`src/rtl/music_player_if.sv`:
```
// Avalon-MM read-master bundle between the music player and the flash controller.
// The player uses the master modport; the flash side uses slave.
interface music_player_if;
  logic [22:0] flsh_address;
  logic        flsh_waitrequest;
  logic        flsh_read;
  logic [31:0] flsh_readdata;
  logic        flsh_readdatavalid;
  logic [3:0]  flsh_byteenable;

  modport master (
    output flsh_address, flsh_read, flsh_byteenable,
    input  flsh_waitrequest, flsh_readdata, flsh_readdatavalid
  );

  modport slave (
    input  flsh_address, flsh_read, flsh_byteenable,
    output flsh_waitrequest, flsh_readdata, flsh_readdatavalid
  );
endinterface

```
`src/rtl/music_player.sv`:
```
// Streams 16-bit samples from flash, two per 32-bit word, one per startsamplenow strobe.
// Playback direction and pause come from keyboard levels.
module music_player #(
  parameter logic [22:0] START_ADDR = 23'h000000,
  parameter logic [22:0] END_ADDR   = 23'h07FFFF
) (
  input  logic        clk,
  input  logic        rst_n,
  input  logic        kybrd_forward,
  input  logic        kybrd_pause,
  input  logic        startsamplenow,
  music_player_if.master flsh,
  output logic [15:0] audio_data
);

  typedef enum logic [1:0] {IDLE, READ, WAIT_DATA, OUTPUT} state_t;

  state_t      state, state_nxt;
  logic [22:0] addr_q;
  logic        half_q;
  logic [31:0] data_q;

  assign flsh.flsh_address    = addr_q;
  assign flsh.flsh_byteenable = '1;

  always_ff @(posedge clk) begin
    if (!rst_n) state <= IDLE;
    else        state <= state_nxt;
  end

  always_comb begin
    state_nxt      = state;
    flsh.flsh_read = 1'b0;
    unique case (state)
      IDLE:      if (startsamplenow && !kybrd_pause) state_nxt = READ;
      READ: begin
        flsh.flsh_read = 1'b1;
        if (!flsh.flsh_waitrequest) state_nxt = WAIT_DATA;
      end
      WAIT_DATA: if (flsh.flsh_readdatavalid) state_nxt = OUTPUT;
      OUTPUT:    state_nxt = IDLE;
      default:   state_nxt = IDLE;
    endcase
  end

  // Backward play walks upper->lower within a word, so the word step happens on the half=0 side.
  always_ff @(posedge clk) begin
    if (!rst_n) begin
      addr_q     <= START_ADDR;
      half_q     <= 1'b0;
      data_q     <= '0;
      audio_data <= '0;
    end else begin
      if (state == WAIT_DATA && flsh.flsh_readdatavalid)
        data_q <= flsh.flsh_readdata;
      if (state == OUTPUT) begin
        audio_data <= half_q ? data_q[31:16] : data_q[15:0];
        half_q     <= ~half_q;
        if (kybrd_forward && half_q)
          addr_q <= (addr_q == END_ADDR) ? START_ADDR : addr_q + 23'd1;
        else if (!kybrd_forward && !half_q)
          addr_q <= (addr_q == START_ADDR) ? END_ADDR : addr_q - 23'd1;
      end
    end
  end

endmodule

```
`src/flat_wrapper.sv`:
```
// flat-port wrapper written by rule: the top's interface ports become plain ports
module music_player_flat 
#(
  parameter logic [22:0] START_ADDR = 23'h000000,
  parameter logic [22:0] END_ADDR   = 23'h07FFFF
)
  (clk, rst_n, kybrd_forward, kybrd_pause, startsamplenow, audio_data, flsh_flsh_address, flsh_flsh_read, flsh_flsh_byteenable, flsh_flsh_waitrequest, flsh_flsh_readdata, flsh_flsh_readdatavalid);
  music_player_if flsh_i ();
  input  logic clk;
  input  logic rst_n;
  input  logic kybrd_forward;
  input  logic kybrd_pause;
  input  logic startsamplenow;
  output logic [15:0] audio_data;
  output wire logic [$bits(flsh_i.flsh_address)-1:0] flsh_flsh_address;
  output wire logic [$bits(flsh_i.flsh_read)-1:0] flsh_flsh_read;
  output wire logic [$bits(flsh_i.flsh_byteenable)-1:0] flsh_flsh_byteenable;
  input wire logic [$bits(flsh_i.flsh_waitrequest)-1:0] flsh_flsh_waitrequest;
  input wire logic [$bits(flsh_i.flsh_readdata)-1:0] flsh_flsh_readdata;
  input wire logic [$bits(flsh_i.flsh_readdatavalid)-1:0] flsh_flsh_readdatavalid;
  assign flsh_flsh_address = flsh_i.flsh_address;
  assign flsh_flsh_read = flsh_i.flsh_read;
  assign flsh_flsh_byteenable = flsh_i.flsh_byteenable;
  assign flsh_i.flsh_waitrequest = flsh_flsh_waitrequest;
  assign flsh_i.flsh_readdata = flsh_flsh_readdata;
  assign flsh_i.flsh_readdatavalid = flsh_flsh_readdatavalid;
  music_player #(.START_ADDR(START_ADDR), .END_ADDR(END_ADDR)) u_core (.clk(clk), .rst_n(rst_n), .kybrd_forward(kybrd_forward), .kybrd_pause(kybrd_pause), .startsamplenow(startsamplenow), .flsh(flsh_i), .audio_data(audio_data));
endmodule
```
`config.mk`:
```
export PLATFORM = sky130hd
export DESIGN_NAME = music_player_flat
export DESIGN_NICKNAME = d
export VERILOG_FILES = /design/src/rtl/music_player_if.sv /design/src/rtl/music_player.sv /design/src/flat_wrapper.sv
export SDC_FILE = /design/constraint.sdc
export NUM_CORES = 1
export LEC_CHECK = 0
export ABC_CLOCK_PERIOD_IN_PS = 2400
export CAP_MARGIN = 20
export CORE_AREA = 2 2 89 109
export CTS_CLUSTER_SIZE = 10
export DETAILED_ROUTE_END_ITERATION = 10
export DIE_AREA = 0 0 91 111
export PLACE_DENSITY = 0.75
export SETUP_SLACK_MARGIN = 0.02
export SLEW_MARGIN = 40
export SYNTH_ARGS = -nofsm -noshare
export SYNTH_HDL_FRONTEND = slang
export SYNTH_SLANG_ARGS = --single-unit
```
`constraint.sdc`:
```
create_clock -name clk -period 2.4 [get_ports clk]
set_clock_uncertainty 0.15 [all_clocks]
set_input_delay 0.24 -clock clk [delete_from_list [all_inputs] [get_ports clk]]
set_output_delay 0.24 -clock clk [all_outputs]
set_load 0.01 [all_outputs]
```
==> impl_metrics.yaml <==
floorplanning:
  dieHeight_um: 111
  core.rowCount: 39
  core-area_sq_mm: 0.00917
  pin_count: 83
  chipWidth_um: 91
  start_util_pct: 45.4
  dieArea_sq_mm: 0.0101
clocking:
  root_buffer: "clkbuf_16"
  path_clk_slew_ns: 0.06
  cts_hold_buf: 0
  cts_tree: "done"
  htreeDepth: 3
  clock_path_buffers: 2
  clk-insertion-delay-late_ns: 0.33
  cts_made_buffers: 9
  clock-sinks: 74
run_status:
  status: "complete, no violations"
critical_path:
  cp.arrival_ns: 2.42
  criticalPathCategory: "register to register"
  r2r_cells: 7
  critPathLaunchType: "register"
  r2r_end: "u_core.flsh.flsh_address[18]$_SDFFE_PN0P_"
  cp_slowest_cell: "or4_4"
  path_max_fanout: 5
  worstReg2RegStart: "u_core.flsh.flsh_address[11]$_SDFFE_PN0P_"
  cp_slowest_stage_delay_ns: 0.47
  path_cells: "nor4_4, buf_4, nand4b_1, or4_4, o41ai_2, a31oi_1, o32ai_2"
  r2r_slack_ns: 0.06
  endpoint_kind: "register"
  worstPathRequired_ns: 2.49
cells_and_area:
  final_nets: 671
  final_area_sq_mm: 0.00568
  layout-drive-gt1-share_pct: 15.6
  area_growth_pct: 36.5
  diodes: 0
global_route:
  grt_use_total_pct: 24.0
  grt_overflow_total: 0
  first_global_vias: 4202
  grt_max_degree: 57
  antenna_found_initial: 0
  grt_pass1_wl_um: 20000
synth:
  synth_commonest_cells: "nand2_1, dfxtp_1, a21oi_1, nor2_1, clkbuf_1"
  synth_cell_types: 68
  syn_inst: 531
  synth_edf_count: 0
  ys.flop_type: "dfxtp_1"
  synth_warnings: 0
  synth_top_area_share_pct: 35.6
  synthArstFlopShare_pct: 0
  syn_avg_cell_area_sq_um: 7.84
  yosys-top-cells-area: "dfxtp_1, nand2_1, a21oi_1, mux2i_1, nor2_1"
  synth_area_sq_mm: 0.00416
  synth_most_common_cell: "nand2_1"
  seq_area_frac_synth_pct: 35.6
  synth_seq_cells: 74
  synth_area_leader_cell: "dfxtp_1"
route:
  dr.first_iter.drc_count: 454
  wl_per_cell_um: 16.3
  avgViaCountPerCell: 5.85
  drc: 0
  via_count: 4390
  ant_nets: 0
  drtPass1Iterations: 5
  routed_wl_um: 12200
min_path:
  hold_path_depth: 2
  worstHoldStart: "u_core.data_q[27]$_SDFFE_PN0P_"
  min_path_type: "register to register"
  hold-path-endpoint: "u_core.data_q[27]$_SDFFE_PN0P_"
sta:
  rsz0062_at_grt: "true"
  layout_min_cycle_time_ns: 2.34
  worst_hold_slack_ns: 0.301
  finalHoldViolCount: 0
  setup_violations: 0
  fin_crit_sh_pct: 97.3
  maxSlewHeadroom_pct: 65.1
  worst_pin_slew_ns: 0.523
  clock.fmax_mhz: 428
  slew_viol_final: 0
placement:
  hpwl_um: 8520
  dpl-instance-area_sq_mm: 0.00525
  gp_congestion: 0.936
  portBuffers: 78
run:
  maxCapViolations: 0
power:
  ir_drop_mv: 0.560
  p_leak_uw: 0.00206
  power.density_mw_per_mm2: 997
[routing by layer]
layer  GRT usage [%]  routed length (um)  vias to the layer above  share of wire (%)
met5               0                   0                        -                  0
met4            12.6                 462                        0                3.8
met3            5.03                 891                       45                7.3
met2            40.4                6000                      208                 49
met1            28.7                4890                     2048                 40
li1                -                   -                     2089                  -
[where the power goes]
part           switching [uW]  total [uW]  leakage (uW)  internal, uW
Sequential                140        1520      0.000600          1380
Combinational            1420        2610       0.00130          1180
Clock                     510        1550      0.000165          1040
[layout by cell type, fill, tap and decap left out, drive strengths merged, types with 10 or more instances in the layout]
master	Yosys	final
mux2i	18	18
o21ai	22	22
clkbuf	35	10
buf	15	50
a21oi	59	59
nand3	13	13
nor3	10	10
nor2	47	47
a211oi	22	22
dfxtp	74	74
nor4	13	13
nand4	10	10
clkdlybuf4s50	0	78
nand2	87	87
[registers in the layout, indices dropped and copies added (netlist names)]
name,cells
u_core.half_q,1
u_core.flsh.flsh_address,23
u_core.data_q,32
u_core.state,2
u_core.audio_data,16
[what timing repair did]
action / in CTS / in global routing
resized for setup: 2 / 12
endpoints found under the hold margin: 0 / 0
setup buffers: 0 / 6
setup endpoints to repair: 3 / 4
pin swaps: 0 / 6
[critical path: cells and delay by family (launching register included)]
kind,cells,cell delay [ns]
flops,1,0.38
compound gates,3,0.55
simple gates,3,0.98
buf+inv,1,0.19
[per-stage QoR]
step | instances | TNS, ns | worst slack, ns | utilization (%) | total power [uW]
5_1_grt | 750 | -0.0728 | -0.0678 | 62.0 | 5960
6_report | 750 | 0 | 0.0647 | 62.0 | 5670
2_1_floorplan | 534 | 0 | 0.0634 | - | 3030
3_5_place_dp | 729 | -0.102 | -0.0975 | 57.2 | 4000
3_3_place_gp | 729 | 0 | 0.00721 | 57.2 | 3970
4_1_cts | 744 | 0 | 0.0219 | 61.0 | 5570
[logic make-up after synthesis]
kind of cell	count (synthesis)	share of synthesized area (%)
mux	20	4.87
compound gates	142	21.5
xor+xnor	11	2.31
simple gates	215	26.7
fa+ha+maj	9	2.71
buf+inv	59	6.28
other cells	1	0.0901
flops	74	35.6
[layout make-up]
cell class	count	area, sq um
Timing Repair Buffer	128	1190
Tap cell	123	154
Inverter	9	36.3
Clock buffer	10	239
Fill cell	843	3490
Clock inverter	5	103
Multi-Input combinational cell	401	2470
Sequential cell	74	1490
[worst max-delay path by stage]
| stage | startpoint | end | slack [ns] | cells after the start |
|---|---|---|---|---|
| floorplan | u_core.flsh.flsh_address[0]$_SDFFE_PN0P_ | u_core.flsh.flsh_address[18]$_SDFFE_PN0P_ | 0.06 | 8 |
| global placement | kybrd_forward | u_core.flsh.flsh_address[8]$_SDFFE_PN0P_ | 0.007 | 7 |
| CTS | u_core.flsh.flsh_address[0]$_SDFFE_PN0P_ | u_core.flsh.flsh_address[18]$_SDFFE_PN0P_ | 0.02 | 7 |
| global route | u_core.flsh.flsh_address[1]$_SDFFE_PN0P_ | u_core.flsh.flsh_address[14]$_SDFFE_PN0P_ | -0.07 | 9 |
| detailed placement | u_core.flsh.flsh_address[0]$_SDFFE_PN0P_ | u_core.flsh.flsh_address[18]$_SDFFE_PN0P_ | -0.1 | 7 |
| finish | u_core.flsh.flsh_address[11]$_SDFFE_PN0P_ | u_core.flsh.flsh_address[18]$_SDFFE_PN0P_ | 0.06 | 7 |
Power figures use the tool's default switching activity.
